--- src/rtl/sdram_memtest_pkg.sv ---
// Shared types, constants and data-pattern helpers for the SDRAM memory tester.
package sdram_memtest_pkg;

  typedef enum logic [2:0] {
    ST_IDLE  = 3'd0,
    ST_WRITE = 3'd1,
    ST_READ  = 3'd2,
    ST_DRAIN = 3'd3,
    ST_FIN   = 3'd4
  } state_e;

  // Galois LFSR for x^16+x^14+x^13+x^11+1, shifting right.
  localparam logic [15:0] LFSR_SEED = 16'hACE1;
  localparam logic [15:0] LFSR_POLY = 16'hB400;

  function automatic logic [15:0] addr_pattern(input logic [21:0] a);
    return a[15:0] ^ {10'b0, a[21:16]};
  endfunction

  function automatic logic [15:0] lfsr_step(input logic [15:0] s);
    return s[0] ? ((s >> 1) ^ LFSR_POLY) : (s >> 1);
  endfunction

endpackage

--- src/rtl/sdram_memtest_lfsr.sv ---
// 16-bit pattern generator with load-to-seed and step; only built when SDRAM_MEMTEST_LFSR_EN is defined.
`ifdef SDRAM_MEMTEST_LFSR_EN
module sdram_memtest_lfsr
  import sdram_memtest_pkg::*;
(
  input  logic        clk,
  input  logic        reset_n,
  input  logic        load_i,
  input  logic        step_i,
  output logic [15:0] value_o
);

  logic [15:0] value_q;

  // Generator state: load has priority over step.
  always_ff @(posedge clk or negedge reset_n) begin
    if (!reset_n) begin
      value_q <= LFSR_SEED;
    end else if (load_i) begin
      value_q <= LFSR_SEED;
    end else if (step_i) begin
      value_q <= lfsr_step(value_q);
    end else begin
      value_q <= value_q;
    end
  end

  assign value_o = value_q;

endmodule
`endif

--- src/rtl/sdram_memtest.sv ---
// SDRAM memory tester: writes a pattern over 0..LAST_ADDR, reads it back with bounded
// outstanding reads and counts mismatches. Define SDRAM_MEMTEST_LFSR_EN for an LFSR pattern.
module sdram_memtest
  import sdram_memtest_pkg::*;
#(
  parameter int                ADDR_W      = 22,
  parameter int                DATA_W      = 16,
  parameter logic [ADDR_W-1:0] LAST_ADDR   = 22'h3FFFFF,
  parameter int                MAX_RD_PEND = 4
) (
  input  logic              clk,
  input  logic              reset_n,
  input  logic              start,
  output logic              busy,
  output logic              done,
  output logic              pass,
  output logic [15:0]       err_count,
  output logic [ADDR_W-1:0] first_err_addr,
  output logic [ADDR_W-1:0] az_addr,
  output logic [1:0]        az_be_n,
  output logic [DATA_W-1:0] az_data,
  output logic              az_rd_n,
  output logic              az_wr_n,
  input  logic [DATA_W-1:0] za_data,
  input  logic              za_valid,
  input  logic              za_waitrequest
);

  localparam logic [2:0] MAX_PEND_C = 3'(MAX_RD_PEND);

  state_e            state_q;
  logic              busy_q, done_q, pass_q, az_rd_n_q, az_wr_n_q;
  logic [15:0]       err_count_q;
  logic [ADDR_W-1:0] first_err_q, az_addr_q, chk_addr_q;
  logic [DATA_W-1:0] az_data_q;
  logic [2:0]        pending_q, pending_d;

  logic              wr_acc_s, rd_acc_s, vld_s, miss_s, last_wr_s;
  logic [ADDR_W-1:0] addr_inc_s;
  logic [DATA_W-1:0] seed_data_s, next_data_s, exp_data_s;

  assign wr_acc_s   = ~az_wr_n_q & ~za_waitrequest;
  assign rd_acc_s   = ~az_rd_n_q & ~za_waitrequest;
  assign vld_s      = za_valid & (pending_q != 3'd0);
  assign miss_s     = vld_s & (za_data != exp_data_s);
  assign last_wr_s  = wr_acc_s & (az_addr_q == LAST_ADDR);
  assign addr_inc_s = az_addr_q + ADDR_W'(1);
  assign pending_d  = pending_q + {2'b00, rd_acc_s} - {2'b00, vld_s};

`ifdef SDRAM_MEMTEST_LFSR_EN
  logic [15:0] wr_lfsr_s, chk_lfsr_s;

  sdram_memtest_lfsr u_wr_lfsr (
    .clk     (clk),
    .reset_n (reset_n),
    .load_i  ((state_q == ST_IDLE) & start),
    .step_i  (wr_acc_s),
    .value_o (wr_lfsr_s)
  );

  // The check generator restarts from the seed as the read pass begins.
  sdram_memtest_lfsr u_chk_lfsr (
    .clk     (clk),
    .reset_n (reset_n),
    .load_i  (last_wr_s),
    .step_i  (vld_s),
    .value_o (chk_lfsr_s)
  );

  assign seed_data_s = DATA_W'(LFSR_SEED);
  assign next_data_s = DATA_W'(lfsr_step(wr_lfsr_s));
  assign exp_data_s  = DATA_W'(chk_lfsr_s);
`else
  assign seed_data_s = DATA_W'(addr_pattern(22'd0));
  assign next_data_s = DATA_W'(addr_pattern(22'(addr_inc_s)));
  assign exp_data_s  = DATA_W'(addr_pattern(22'(chk_addr_q)));
`endif

  // Sequencer, registered controller commands and result bookkeeping.
  always_ff @(posedge clk or negedge reset_n) begin
    if (!reset_n) begin
      state_q     <= ST_IDLE;
      busy_q      <= 1'b0;
      done_q      <= 1'b0;
      pass_q      <= 1'b0;
      err_count_q <= 16'd0;
      first_err_q <= '0;
      az_addr_q   <= '0;
      az_data_q   <= '0;
      az_rd_n_q   <= 1'b1;
      az_wr_n_q   <= 1'b1;
      chk_addr_q  <= '0;
      pending_q   <= 3'd0;
    end else begin
      pending_q <= pending_d;
      if (vld_s) begin
        chk_addr_q <= (chk_addr_q == LAST_ADDR) ? '0 : chk_addr_q + ADDR_W'(1);
        if (miss_s) begin
          if (err_count_q != 16'hFFFF) err_count_q <= err_count_q + 16'd1;
          if (err_count_q == 16'd0) first_err_q <= chk_addr_q;
        end
      end
      case (state_q)
        ST_IDLE: begin
          if (start) begin
            state_q     <= ST_WRITE;
            busy_q      <= 1'b1;
            done_q      <= 1'b0;
            pass_q      <= 1'b0;
            err_count_q <= 16'd0;
            first_err_q <= '0;
            chk_addr_q  <= '0;
            az_addr_q   <= '0;
            az_data_q   <= seed_data_s;
            az_wr_n_q   <= 1'b0;
          end
        end
        ST_WRITE: begin
          if (last_wr_s) begin
            state_q    <= ST_READ;
            az_wr_n_q  <= 1'b1;
            az_rd_n_q  <= 1'b0;
            az_addr_q  <= '0;
            chk_addr_q <= '0;
          end else if (wr_acc_s) begin
            az_addr_q <= addr_inc_s;
            az_data_q <= next_data_s;
          end
        end
        ST_READ: begin
          if (rd_acc_s && (az_addr_q == LAST_ADDR)) begin
            state_q   <= ST_DRAIN;
            az_rd_n_q <= 1'b1;
          end else begin
            if (rd_acc_s) az_addr_q <= addr_inc_s;
            // A stalled read stays asserted; otherwise re-issue only with room in flight.
            az_rd_n_q <= (az_rd_n_q || rd_acc_s) ? (pending_d >= MAX_PEND_C) : 1'b0;
          end
        end
        ST_DRAIN: begin
          if (pending_q == 3'd0) begin
            state_q <= ST_FIN;
            busy_q  <= 1'b0;
            done_q  <= 1'b1;
            pass_q  <= (err_count_q == 16'd0);
          end
        end
        ST_FIN: begin
          state_q <= ST_IDLE;
        end
        default: begin
          state_q <= ST_IDLE;
        end
      endcase
    end
  end

  assign busy           = busy_q;
  assign done           = done_q;
  assign pass           = pass_q;
  assign err_count      = err_count_q;
  assign first_err_addr = first_err_q;
  assign az_addr        = az_addr_q;
  assign az_be_n        = 2'b00;
  assign az_data        = az_data_q;
  assign az_rd_n        = az_rd_n_q;
  assign az_wr_n        = az_wr_n_q;

endmodule

--- config.mk ---
export PLATFORM = sky130hd
export DESIGN_NAME = sdram_memtest
export DESIGN_NICKNAME = d
export VERILOG_FILES = /design/src/rtl/sdram_memtest_pkg.sv /design/src/rtl/sdram_memtest_lfsr.sv /design/src/rtl/sdram_memtest.sv
export SDC_FILE = /design/constraint.sdc
export NUM_CORES = 1
export LEC_CHECK = 0
export ABC_AREA = 1
export BUFFER_PORTS_ARGS = -buffer_cell sky130_fd_sc_hd__clkbuf_2
export CAP_MARGIN = 5
export CORE_MARGIN = 2
export CORE_UTILIZATION = 35
export DETAILED_ROUTE_END_ITERATION = 8
export SYNTH_ARGS = -nofsm -noshare
export SYNTH_HDL_FRONTEND = slang
export SYNTH_SLANG_ARGS = --single-unit
--- constraint.sdc ---
create_clock -name clk -period 3.54 [get_ports clk]
set_clock_uncertainty 0.1 [all_clocks]
set_input_delay 0.354 -clock clk [delete_from_list [all_inputs] [get_ports clk]]
set_output_delay 0.354 -clock clk [all_outputs]
set_load 0.005 [all_outputs]
==> flow_summary_export.csv <==
group,metric,value,unit
cells_and_area,post_route_cells_drive_above_1_share,14.3,%
die,die_y,141,um
power,powerDensity,504,nW/um^2
setup_path,cp-start-kind,"flop",
setup_path,cpPeakStageDelay,420,ps
global_route,track_usage,18.0,%
clock_tree,clk_pin_slew_worst_paths,70,ps
synthesis,ys_async_sr_fraction,100,%
global_route,grt_pass1_wl,29100,um
status,violations,"hold timing",
cells_and_area,mostFrequentLayoutCell,"nand2_1",
synthesis,ys_seq_area_share,41.3,%
route,drtIter0Drc,336,
die,row_count,50,
route,wl_met2,8320,um
route,viasPerCell,4.68,
timing,drv_slew,0,
cells_and_area,fin_cells,1298,
global_route,grt_pass1_vias,5865,
synthesis,yosys-top-cells-area,"dfrtp_1, nand2_1, nor2_1",
setup_path,required,3710,ps
setup_path,cp_max_fo,10,
place,place_congestion,0.859,
synthesis,yosysUniqueCellTypes,43,
route,firstDrtPassIters,5,
clock_tree,postCtsHoldBufs,0,
synthesis,yosys_warnings,0,
place,dp.cells,1282,
cells_and_area,diodes,0,
timing,period_share,76.7,%
cells_and_area,regArea,2730,um^2
global_route,antenna_found_initial,0,
global_route,grt_max_degree,59,
global_route,grt-ovfl-total,0,
timing,period_minus_slack,2710,ps
flow_run,cap_violations,0,
route,vias,6076,
clock_tree,numCtsBuffers,9,
place,dp_hpwl,12400,um
timing,rsz0062_at_grt,"no",
clock_tree,htree_levels,3,
synthesis,synth_cells,964,
route,routedWlPerCell,13.3,um
place,io_buffers,101,
clock_tree,tritoncts,"done",
cells_and_area,num-nets-final,1087,
status,status,"complete, but fails checks",
setup_path,worstSetupEndpointType,"flop",
clock_tree,ctsResizeCount,0,
route,top_layer_used,"met4",
die,ios,104,
route,routed_wl,17300,um
route,wl_met1,8060,um
die,core,18600,um^2
timing,max_slew.worst_pin.slew,1150,ps
synthesis,synthFlopType,"dfrtp_1",
route,drtAntennaViolNets,0,
setup_path,r2r_slack,830,ps
timing,tns,0,ps
clock_tree,root_buffer,"clkbuf_16",
setup_path,cp.arrival,2890,ps
synthesis,synth_area,6610,um^2
die,start_util,35.5,%
die,fp.dieArea,20000,um^2
cells_and_area,fin_area,7620,um^2
die,die_w,141,um
clock_tree,postCtsSetupBuffers,0,
cells_and_area,syn_to_final_growth,15.3,%
timing,fmax,368,MHz
timing,maxSlewHeadroom,23.4,%
synthesis,synth_edf_count,0,
synthesis,synth_area_leader_cell,"dfrtp_1",
cells_and_area,layout_common_cells,"nand2_1, nor2_1, inv_1, dfrtp_1, clkbuf_2",
cells_and_area,multiInputGateArea,3230,um^2
synthesis,ys_seq_elements,109,
route,wl_met3,696,um
cells_and_area,fillers,1975,
setup_path,path_cells,"nor2_1 -> nand2_1 -> nand2_1 -> inv_1 -> ha_1 -> inv_1 -> ha_1 -> inv_1 -> fa_1 -> xnor2_1 -> xnor2_1 -> nand2_1 -> nand2_1 -> nand2_1 -> o31ai_1",
power,power.leakage,4.32,nW
route,route.detailed.drc,0,
setup_path,path_class,"reg2reg",
setup_path,cp_common_cell,"nand2_1",
timing,hold_violations,33,
timing,finalSetupViolCount,0,
clock_tree,clk-insertion-delay-late,360,ps
power,ir_worst_vdd,0.251,mV
clock_tree,clock-sinks,109,
setup_path,cpMaxStageDelayCell,"dfrtp_1",
synthesis,yosysTopAreaCellShare,40.5,%
timing,hold_slack,-21.6,ps
synthesis,synth.avg_cell_area,6.86,um^2
place,placed_area,7320,um^2
hold_path,hp-class,"in2async",
clock_tree,cts_max_path_buffers,2,
[registers in the layout (all words and copies together), names as in the netlist]
| register | flops |
|---|---|
| az_data | 16 |
| pending_q | 3 |
| state_q | 3 |
| az_wr_n | 1 |
| busy | 1 |
| az_addr | 22 |
| chk_addr_q | 22 |
| first_err_addr | 22 |
| err_count | 16 |
| pass | 1 |
| done | 1 |
| az_rd_n | 1 |
[power breakdown]
part,internal [W],switching [W],total (W)
logic,0.000429,0.000655,0.00108
registers,0.00143,0.000272,0.00170
clock network,0.000557,0.000500,0.00106
total,0.00242,0.00143,0.00384
[through the flow]
stage                     utilization (%)  total power, W  setup WS, ps
after floorplan                         -         0.00244           749
after global placement               39.3         0.00280           903
after detailed placement             39.3         0.00282           813
after CTS                            40.9         0.00389           788
after global routing                 40.9         0.00415           506
final                                40.9         0.00384           825
[cells by family after synthesis]
family / synth area share (%)
AO/OA/AOI/OAI: 4.62
flip-flops: 41.3
buffers and inverters: 9.94
other: 0.0567
adder cells (fa/ha/maj): 1.44
AND/OR/NAND/NOR: 38.4
XOR/XNOR: 4.24
[Yosys cell counts (2+ instances only)]
cell type	number
nand3b_1	7
buf_2	12
a22o_1	2
dfrtp_1	107
nor3_1	18
nand3_2	2
nand2_1	324
buf_4	4
a21oi_1	3
o211ai_1	2
o21ai_0	38
nand3_1	54
or2_2	2
nor2_2	4
inv_1	130
clkbuf_1	4
nand2_2	7
nor2_4	2
buf_6	3
nor2_1	163
nand4_1	15
ha_1	6
xnor2_1	6
xor2_1	26
inv_2	4
dfstp_2	2
[final cells by class]
class	count	share of cell area [%]
clock inverter	6	0.936
inverter	134	6.60
multi-input combinational	698	42.4
clock buffer	10	3.00
tap	234	3.84
sequential	109	35.8
timing repair buffer	107	7.42
[metal layers]
layer | up-vias | track usage (%)
met3 | 14 | 3.44
met1 | 2810 | 23.6
met4 | 0 | 4.21
met5 | - | 0
li1 | 3135 | -
met2 | 117 | 30.9
[critical path: cells and delay by family, from the launching register on]
family                     cells  cell delay [ps]
and+or+nand+nor                6              670
adders and majority gates      3              800
DFF                            1              420
AOI/OAI and AO/OA              1               80
xor gates and xnor gates       2              340
buffers and inverters          3              220
[worst paths after layout]
check / endpoint / start / cells after the start
worst min register to register: az_data[6]$_DFFE_PN0P_ / az_data[6]$_DFFE_PN0P_ / 2
worst max register to register: az_rd_n$_DFFE_PN1P_ / pending_q[1]$_DFF_PN0_ / 15
min in group clk: err_count[3]$_DFF_PN0_ / start / 3
worst max-delay path: az_rd_n$_DFFE_PN1P_ / pending_q[1]$_DFF_PN0_ / 15
max in group asynchronous: az_rd_n$_DFFE_PN1P_ / reset_n / 2
worst min-delay path: az_data[9]$_DFFE_PN0P_ / reset_n / 1
Note: power is estimated with default switching activity, not from simulation.
